===== src/rtl/systolic_feeder_if.sv =====
// Handshake and data bus between a matrix source and the 3x3 systolic feeder.
// Optional stall input exists only when SYSTOLIC_FEEDER_STALL_EN is defined.
interface systolic_feeder_if #(
    parameter int DW = 8
);
    logic            start;
    logic [9*DW-1:0] a_mat;
    logic [9*DW-1:0] b_mat;
`ifdef SYSTOLIC_FEEDER_STALL_EN
    logic            stall;
`endif
    logic            ready;
    logic            clr_acc;
    logic            valid;
    logic            done;
    logic [DW-1:0]   a_out0, a_out1, a_out2;
    logic [DW-1:0]   b_out0, b_out1, b_out2;

    modport master (
`ifdef SYSTOLIC_FEEDER_STALL_EN
        output stall,
`endif
        output start, a_mat, b_mat,
        input  ready, clr_acc, valid, done,
        input  a_out0, a_out1, a_out2, b_out0, b_out1, b_out2
    );

    modport slave (
`ifdef SYSTOLIC_FEEDER_STALL_EN
        input  stall,
`endif
        input  start, a_mat, b_mat,
        output ready, clr_acc, valid, done,
        output a_out0, a_out1, a_out2, b_out0, b_out1, b_out2
    );
endinterface


===== src/rtl/systolic_feeder.sv =====
// Streams a latched 3x3 matrix pair into a systolic MAC array with diagonal skew.
// Define SYSTOLIC_FEEDER_STALL_EN to add a stall input that freezes FEED/DRAIN.
module systolic_feeder #(
    parameter int DW    = 8,
    parameter int DRAIN = 3
) (
    input  logic               clk,
    input  logic               rst_n,
    systolic_feeder_if.slave   bus
);
    typedef enum logic [2:0] {S_IDLE, S_LOAD, S_FEED, S_DRAIN, S_DONE} state_t;

    state_t          state;
    logic [2:0]      t;
    logic [3:0]      dcnt;
    logic [9*DW-1:0] a_lat;
    logic [9*DW-1:0] b_lat;
    logic            ready_p0;
    logic            clr_p0;
    logic            vld_p0;
    logic            done_p0;
    logic [DW-1:0]   a_p0 [3];
    logic [DW-1:0]   b_p0 [3];
    logic            stall_i;

`ifdef SYSTOLIC_FEEDER_STALL_EN
    assign stall_i = bus.stall;
`else
    assign stall_i = 1'b0;
`endif

    // Row i enters the array i cycles late, so slot t carries A[i][t-i].
    function automatic logic [DW-1:0] a_elem(input logic [9*DW-1:0] m, input int i, input int ts);
        int k;
        k = ts - i;
        if (k >= 0 && k <= 2) return m[(3*i + k)*DW +: DW];
        return '0;
    endfunction

    function automatic logic [DW-1:0] b_elem(input logic [9*DW-1:0] m, input int j, input int ts);
        int k;
        k = ts - j;
        if (k >= 0 && k <= 2) return m[(3*k + j)*DW +: DW];
        return '0;
    endfunction

    // Outputs are computed from the state being entered, so they show up registered.
    always_ff @(posedge clk or negedge rst_n) begin
        if (!rst_n) begin
            state    <= S_IDLE;
            t        <= '0;
            dcnt     <= '0;
            a_lat    <= '0;
            b_lat    <= '0;
            ready_p0 <= 1'b1;
            clr_p0   <= 1'b0;
            vld_p0   <= 1'b0;
            done_p0  <= 1'b0;
            for (int i = 0; i < 3; i++) begin
                a_p0[i] <= '0;
                b_p0[i] <= '0;
            end
        end else begin
            clr_p0  <= 1'b0;
            vld_p0  <= 1'b0;
            done_p0 <= 1'b0;
            for (int i = 0; i < 3; i++) begin
                a_p0[i] <= '0;
                b_p0[i] <= '0;
            end
            case (state)
                S_IDLE: begin
                    if (bus.start) begin
                        state    <= S_LOAD;
                        a_lat    <= bus.a_mat;
                        b_lat    <= bus.b_mat;
                        ready_p0 <= 1'b0;
                        clr_p0   <= 1'b1;
                    end
                end
                S_LOAD: begin
                    state  <= S_FEED;
                    t      <= '0;
                    dcnt   <= '0;
                    vld_p0 <= 1'b1;
                    for (int i = 0; i < 3; i++) begin
                        a_p0[i] <= a_elem(a_lat, i, 0);
                        b_p0[i] <= b_elem(b_lat, i, 0);
                    end
                end
                S_FEED: begin
                    // A stalled edge emits a bubble and holds t; the next slot follows later.
                    if (!stall_i) begin
                        if (t == 3'd4) begin
                            state <= S_DRAIN;
                            dcnt  <= '0;
                        end else begin
                            t      <= t + 3'd1;
                            vld_p0 <= 1'b1;
                            for (int i = 0; i < 3; i++) begin
                                a_p0[i] <= a_elem(a_lat, i, int'(t) + 1);
                                b_p0[i] <= b_elem(b_lat, i, int'(t) + 1);
                            end
                        end
                    end
                end
                S_DRAIN: begin
                    if (!stall_i) begin
                        if (dcnt == 4'(DRAIN - 1)) begin
                            state   <= S_DONE;
                            done_p0 <= 1'b1;
                        end else begin
                            dcnt <= dcnt + 4'd1;
                        end
                    end
                end
                S_DONE: begin
                    state    <= S_IDLE;
                    ready_p0 <= 1'b1;
                end
                default: state <= S_IDLE;
            endcase
        end
    end

    assign bus.ready   = ready_p0;
    assign bus.clr_acc = clr_p0;
    assign bus.valid   = vld_p0;
    assign bus.done    = done_p0;
    assign bus.a_out0  = a_p0[0];
    assign bus.a_out1  = a_p0[1];
    assign bus.a_out2  = a_p0[2];
    assign bus.b_out0  = b_p0[0];
    assign bus.b_out1  = b_p0[1];
    assign bus.b_out2  = b_p0[2];
endmodule

===== src/flat_wrapper.sv =====
// flat-port wrapper written by rule: the top's interface ports become plain ports
module systolic_feeder_flat 
#(
    parameter int DW    = 8,
    parameter int DRAIN = 3
)
  (clk, rst_n, bus_start, bus_a_mat, bus_b_mat, bus_ready, bus_clr_acc, bus_valid, bus_done, bus_a_out0, bus_a_out1, bus_a_out2, bus_b_out0, bus_b_out1, bus_b_out2);
  systolic_feeder_if #(.DW(DW)) bus_i ();
  input  logic clk;
  input  logic rst_n;
  input wire logic [$bits(bus_i.start)-1:0] bus_start;
  input wire logic [$bits(bus_i.a_mat)-1:0] bus_a_mat;
  input wire logic [$bits(bus_i.b_mat)-1:0] bus_b_mat;
  output wire logic [$bits(bus_i.ready)-1:0] bus_ready;
  output wire logic [$bits(bus_i.clr_acc)-1:0] bus_clr_acc;
  output wire logic [$bits(bus_i.valid)-1:0] bus_valid;
  output wire logic [$bits(bus_i.done)-1:0] bus_done;
  output wire logic [$bits(bus_i.a_out0)-1:0] bus_a_out0;
  output wire logic [$bits(bus_i.a_out1)-1:0] bus_a_out1;
  output wire logic [$bits(bus_i.a_out2)-1:0] bus_a_out2;
  output wire logic [$bits(bus_i.b_out0)-1:0] bus_b_out0;
  output wire logic [$bits(bus_i.b_out1)-1:0] bus_b_out1;
  output wire logic [$bits(bus_i.b_out2)-1:0] bus_b_out2;
  assign bus_i.start = bus_start;
  assign bus_i.a_mat = bus_a_mat;
  assign bus_i.b_mat = bus_b_mat;
  assign bus_ready = bus_i.ready;
  assign bus_clr_acc = bus_i.clr_acc;
  assign bus_valid = bus_i.valid;
  assign bus_done = bus_i.done;
  assign bus_a_out0 = bus_i.a_out0;
  assign bus_a_out1 = bus_i.a_out1;
  assign bus_a_out2 = bus_i.a_out2;
  assign bus_b_out0 = bus_i.b_out0;
  assign bus_b_out1 = bus_i.b_out1;
  assign bus_b_out2 = bus_i.b_out2;
  systolic_feeder #(.DW(DW), .DRAIN(DRAIN)) u_core (.clk(clk), .rst_n(rst_n), .bus(bus_i));
endmodule

===== config.mk =====
export PLATFORM = sky130hd
export DESIGN_NAME = systolic_feeder_flat
export DESIGN_NICKNAME = d
export VERILOG_FILES = /design/src/rtl/systolic_feeder_if.sv /design/src/rtl/systolic_feeder.sv /design/src/flat_wrapper.sv
export SDC_FILE = /design/constraint.sdc
export NUM_CORES = 1
export LEC_CHECK = 0
export CAP_MARGIN = 40
export CELL_PAD_IN_SITES_DETAIL_PLACEMENT = 0
export CELL_PAD_IN_SITES_GLOBAL_PLACEMENT = 1
export CORE_MARGIN = 5
export CORE_UTILIZATION = 43
export DETAILED_ROUTE_END_ITERATION = 16
export GPL_ROUTABILITY_DRIVEN = 0
export PLACE_DENSITY = 0.78
export SETUP_SLACK_MARGIN = 0.05
export SLEW_MARGIN = 20
export SYNTH_ARGS = -nofsm -noshare
export SYNTH_HDL_FRONTEND = slang
export SYNTH_SLANG_ARGS = --single-unit

===== constraint.sdc =====
create_clock -name clk -period 5.4 [get_ports clk]
set_clock_uncertainty 0.2 [all_clocks]
set_input_delay 0.54 -clock clk [delete_from_list [all_inputs] [get_ports clk]]
set_output_delay 0.54 -clock clk [all_outputs]
set_load 0.05 [all_outputs]

==> results.toml <==
[clock_network]
cts.sinks = 206
clk_path_buf_depth = 3
clock_latency_ns = 0.52
cts_made_buffers = 24
clkSlewWorstSetupHoldPaths_ns = 0.06
cts_root_buffer = "clkbuf_16"
cts_tree = "done"
cts_max_level = 1
cts_setup_buffers = 0

[timing]
max_clock_freq_ghz = 0.215
finalSetupViolations = 0
fin_crit_ns = 4.64
worstMarginPinSlew_ns = 0.945
rsz0062_at_grt = "no"
fin_crit_sh_pct = 86.0
hold_viol_final = 0
hold_ws_ns = 0.310
slew_violations = 0
slew-limit-headroom_pct = 36.9
tns_ns = 0

[synth]
synth_cells = 994
seq_area_frac_synth_pct = 43.4
async_flop_share_pct = 100
yosys_warnings = 0
synth.distinct_cells = 58
synth_ff_type = "dfrtp_1"
synth_edf_count = 0
avgSynthCellArea_um2 = 12.0
synth.net_count = 1173
ys_seq_elements = 206
synth_area_um2 = 11900

[final_layout]
layout-drive-gt1-share_pct = 24.2
area_growth_pct = 27.3
antennaDiodeCount = 0
fin_nets = 1357

[worst_setup_path]
slowest_delay_ns = 0.77
crit_path_end_kind = "register"
cp-start-kind = "register"
critPathMaxFanout = 9
criticalPathCategory = "register to register"
cp_cell_sequence = "buf_4 -> inv_1 -> ha_2 -> inv_2 -> ha_1 -> ha_1 -> inv_1 -> ha_1 -> ha_1 -> or3_1 -> a21boi_1 -> nand4_1 -> a211oi_1"
crit_end = "u_core.bus.b_out2[0]"
cp.arrival_ns = 4.86
required_ns = 5.62
r2r_start = "u_core.t[1]"
reg2reg_slack_ns = 0.76
critPathSlowestCell = "a21boi_1"
reg2reg_to = "u_core.bus.b_out2[0]"
cp_common_cell = "ha_1"
ff2ff_path_depth = 13
crit_start = "u_core.t[1]"

[floorplanning]
start_util_pct = 43.9
die-area_um2 = 31100
io_pins = 199
core-area_um2 = 27100
num_rows = 60
fp.dieW_um = 176
die_h_um = 176

[status]
outcome = "complete, no violations"

[route]
drc_errors = 0
ant_nets = 0
vias = 9191
wire_per_inst_um = 22.7
vias_per_cell = 5.86
first_pass_iters = 5
drt_iter0_drc = 813
drt_wl_total_um = 35600

[global_routing]
grt_pass1_wl_um = 55400
antenna_found_initial = 0
grt_max_degree = 128
grt_pass1_vias = 9235
grt_use_total_pct = 22.7
grt_overflow = 0

[pwr]
ir_worst_vdd_v = 0.000400
powerDensity_nw_per_um2 = 766
p_leak_nw = 6.22

[worst_hold_path]
hold_class = "register to register"
holdPathStages = 2

[placement]
dpl.hpwl_um = 25900
port_buffers = 198

[flow_run]
maxCapViolCount = 0
[cell usage in the layout, fill, tap and decap left out, types with 3 or more instances in the layout]
master           count
nand2b_1             3
a32o_1               4
mux4_1               3
nand2_1            116
mux2_2             144
a31oi_1              3
a21oi_2              6
xor2_1               3
nor3b_1              3
clkbuf_8             5
mux2i_1             63
clkdlybuf4s50_1    197
xnor2_1              3
a22oi_1              8
or3_1                3
a211oi_1            10
buf_4               22
o21a_1              11
o21ai_0             31
nand4_1              6
inv_2                3
nor2b_1              8
nand3_1             21
o31ai_1              7
and2_1               5
dfrtp_1            204
a21oi_1             43
clkinv_2             4
nor3_1              20
ha_1                30
clkbuf_1             5
a32oi_1             27
a21boi_0             3
mux4_2              62
and3_1               4
clkbuf_16           25
nor2_1              21
inv_1               17
[worst min path at each step]
stage / startpoint / endpoint / slack, ns
4_1_cts: u_core.a_lat[4] / u_core.bus.a_out0[4] / 0.31
5_1_grt: u_core.a_lat[60] / u_core.a_lat[60] / 0.35
6_report: u_core.a_lat[4] / u_core.bus.a_out0[4] / 0.31
3_3_place_gp: u_core.a_lat[4] / u_core.bus.a_out0[4] / 0.30
2_1_floorplan: rst_n / u_core.a_lat[0] / 0.04
3_5_place_dp: u_core.a_lat[4] / u_core.bus.a_out0[4] / 0.29
[cell type report]
| class | count | area [um2] |
|---|---|---|
| clock buffers | 34 | 699 |
| clock inverters | 10 | 114 |
| fillers | 2327 | 12000 |
| inverters | 20 | 75.1 |
| multi-input cells | 701 | 6370 |
| flip-flops and latches | 206 | 5160 |
| well taps | 372 | 465 |
| repair buffers | 225 | 2260 |
[routing by layer]
metal  up-vias  track usage [%]  part of all wire, %
li1       4100                -                    -
met1      4625             35.8                   47
met2       414             32.0                   42
met3        52             4.99                  8.6
met4         0             5.17                  2.2
met5         -                0                    0
[repair_timing]
item | 4_1_cts | 5_1_grt
hold buffers | 1 | 0
gates resized for setup | 0 | 0
endpoints found under the setup margin | 0 | 0
endpoints found under the hold margin | 43 | 0
[state kept, by name, indices dropped and copies added (netlist names)]
| name | cells |
|---|---|
| u_core.bus.clr_acc | 1 |
| u_core.bus.valid | 1 |
| u_core.b_lat | 72 |
| u_core.bus.b_out2 | 8 |
| u_core.a_lat | 72 |
| u_core.bus.a_out0 | 8 |
| u_core.bus.b_out0 | 8 |
| u_core.bus.done | 1 |
| u_core.bus.b_out1 | 8 |
| u_core.t | 3 |
| u_core.bus.ready | 1 |
| u_core.state | 3 |
| u_core.bus.a_out2 | 8 |
| u_core.dcnt | 4 |
| u_core.bus.a_out1 | 8 |
[per-stage QoR]
stage | setup WS [ns] | instances | power [mW] | utilization (%) | area [um2]
after global placement | 1.08 | 1520 | 9.75 | 52.6 | 14300
after global routing | 0.594 | 1568 | 12.3 | 55.9 | 15100
after CTS | 0.880 | 1567 | 11.5 | 55.8 | 15100
after floorplan | 0.440 | 994 | 7.68 | - | 11900
after detailed placement | 0.909 | 1522 | 9.82 | 52.7 | 14300
final | 0.756 | 1568 | 11.6 | 55.9 | 15100
[logic make-up after synthesis]
family	after synthesis	synth area share [%]
mux	272	31.4
simple gates	222	8.59
flops	206	43.4
xor+xnor	7	0.516
compound gates	168	9.53
buf+inv	87	3.21
fa+ha+maj	32	3.43
[power breakdown]
group / switching [mW] / total, mW / internal (mW)
clock network: 0.654 / 1.65 / 1.00
registers: 0.874 / 3.12 / 2.24
logic: 3.73 / 6.83 / 3.10
total: 5.25 / 11.6 / 6.34
[critical path: cells and delay by family (launching register included)]
family | cells | cell delay (ns)
adder cells (fa/ha/maj) | 5 | 1.60
AO/OA/AOI/OAI | 2 | 1.06
AND/OR/NAND/NOR | 2 | 0.62
buffers and inverters | 4 | 0.53
flip-flops | 1 | 0.52
[cell usage after synthesis, drive strengths merged, types with 3 or more instances]
| cell | count | area share, % |
|---|---|---|
| a32o | 4 | 0.34 |
| xnor2 | 3 | 0.22 |
| a32oi | 27 | 2.0 |
| nor3b | 3 | 0.19 |
| inv | 20 | 0.63 |
| nand3 | 21 | 0.88 |
| a22oi | 8 | 0.51 |
| or3 | 3 | 0.16 |
| a211oi | 10 | 0.63 |
| mux2i | 63 | 5.3 |
| dfrtp | 205 | 43 |
| buf | 43 | 1.8 |
| ha | 31 | 3.3 |
| o31ai | 7 | 0.44 |
| xor2 | 4 | 0.29 |
| nor3 | 20 | 0.84 |
| and3 | 4 | 0.21 |
| a21boi | 4 | 0.25 |
| a31oi | 3 | 0.16 |
| o21ai | 32 | 1.3 |
| nand2b | 3 | 0.16 |
| nor2 | 22 | 0.69 |
| mux4 | 65 | 12 |
| clkbuf | 24 | 0.76 |
| nand2 | 116 | 3.7 |
| mux2 | 144 | 14 |
| nand4 | 6 | 0.32 |
| nor2b | 8 | 0.42 |
| a21oi | 49 | 2.3 |
| o21a | 11 | 0.69 |
| and2 | 5 | 0.26 |
No activity file was read; power rests on OpenSTA's default activity.
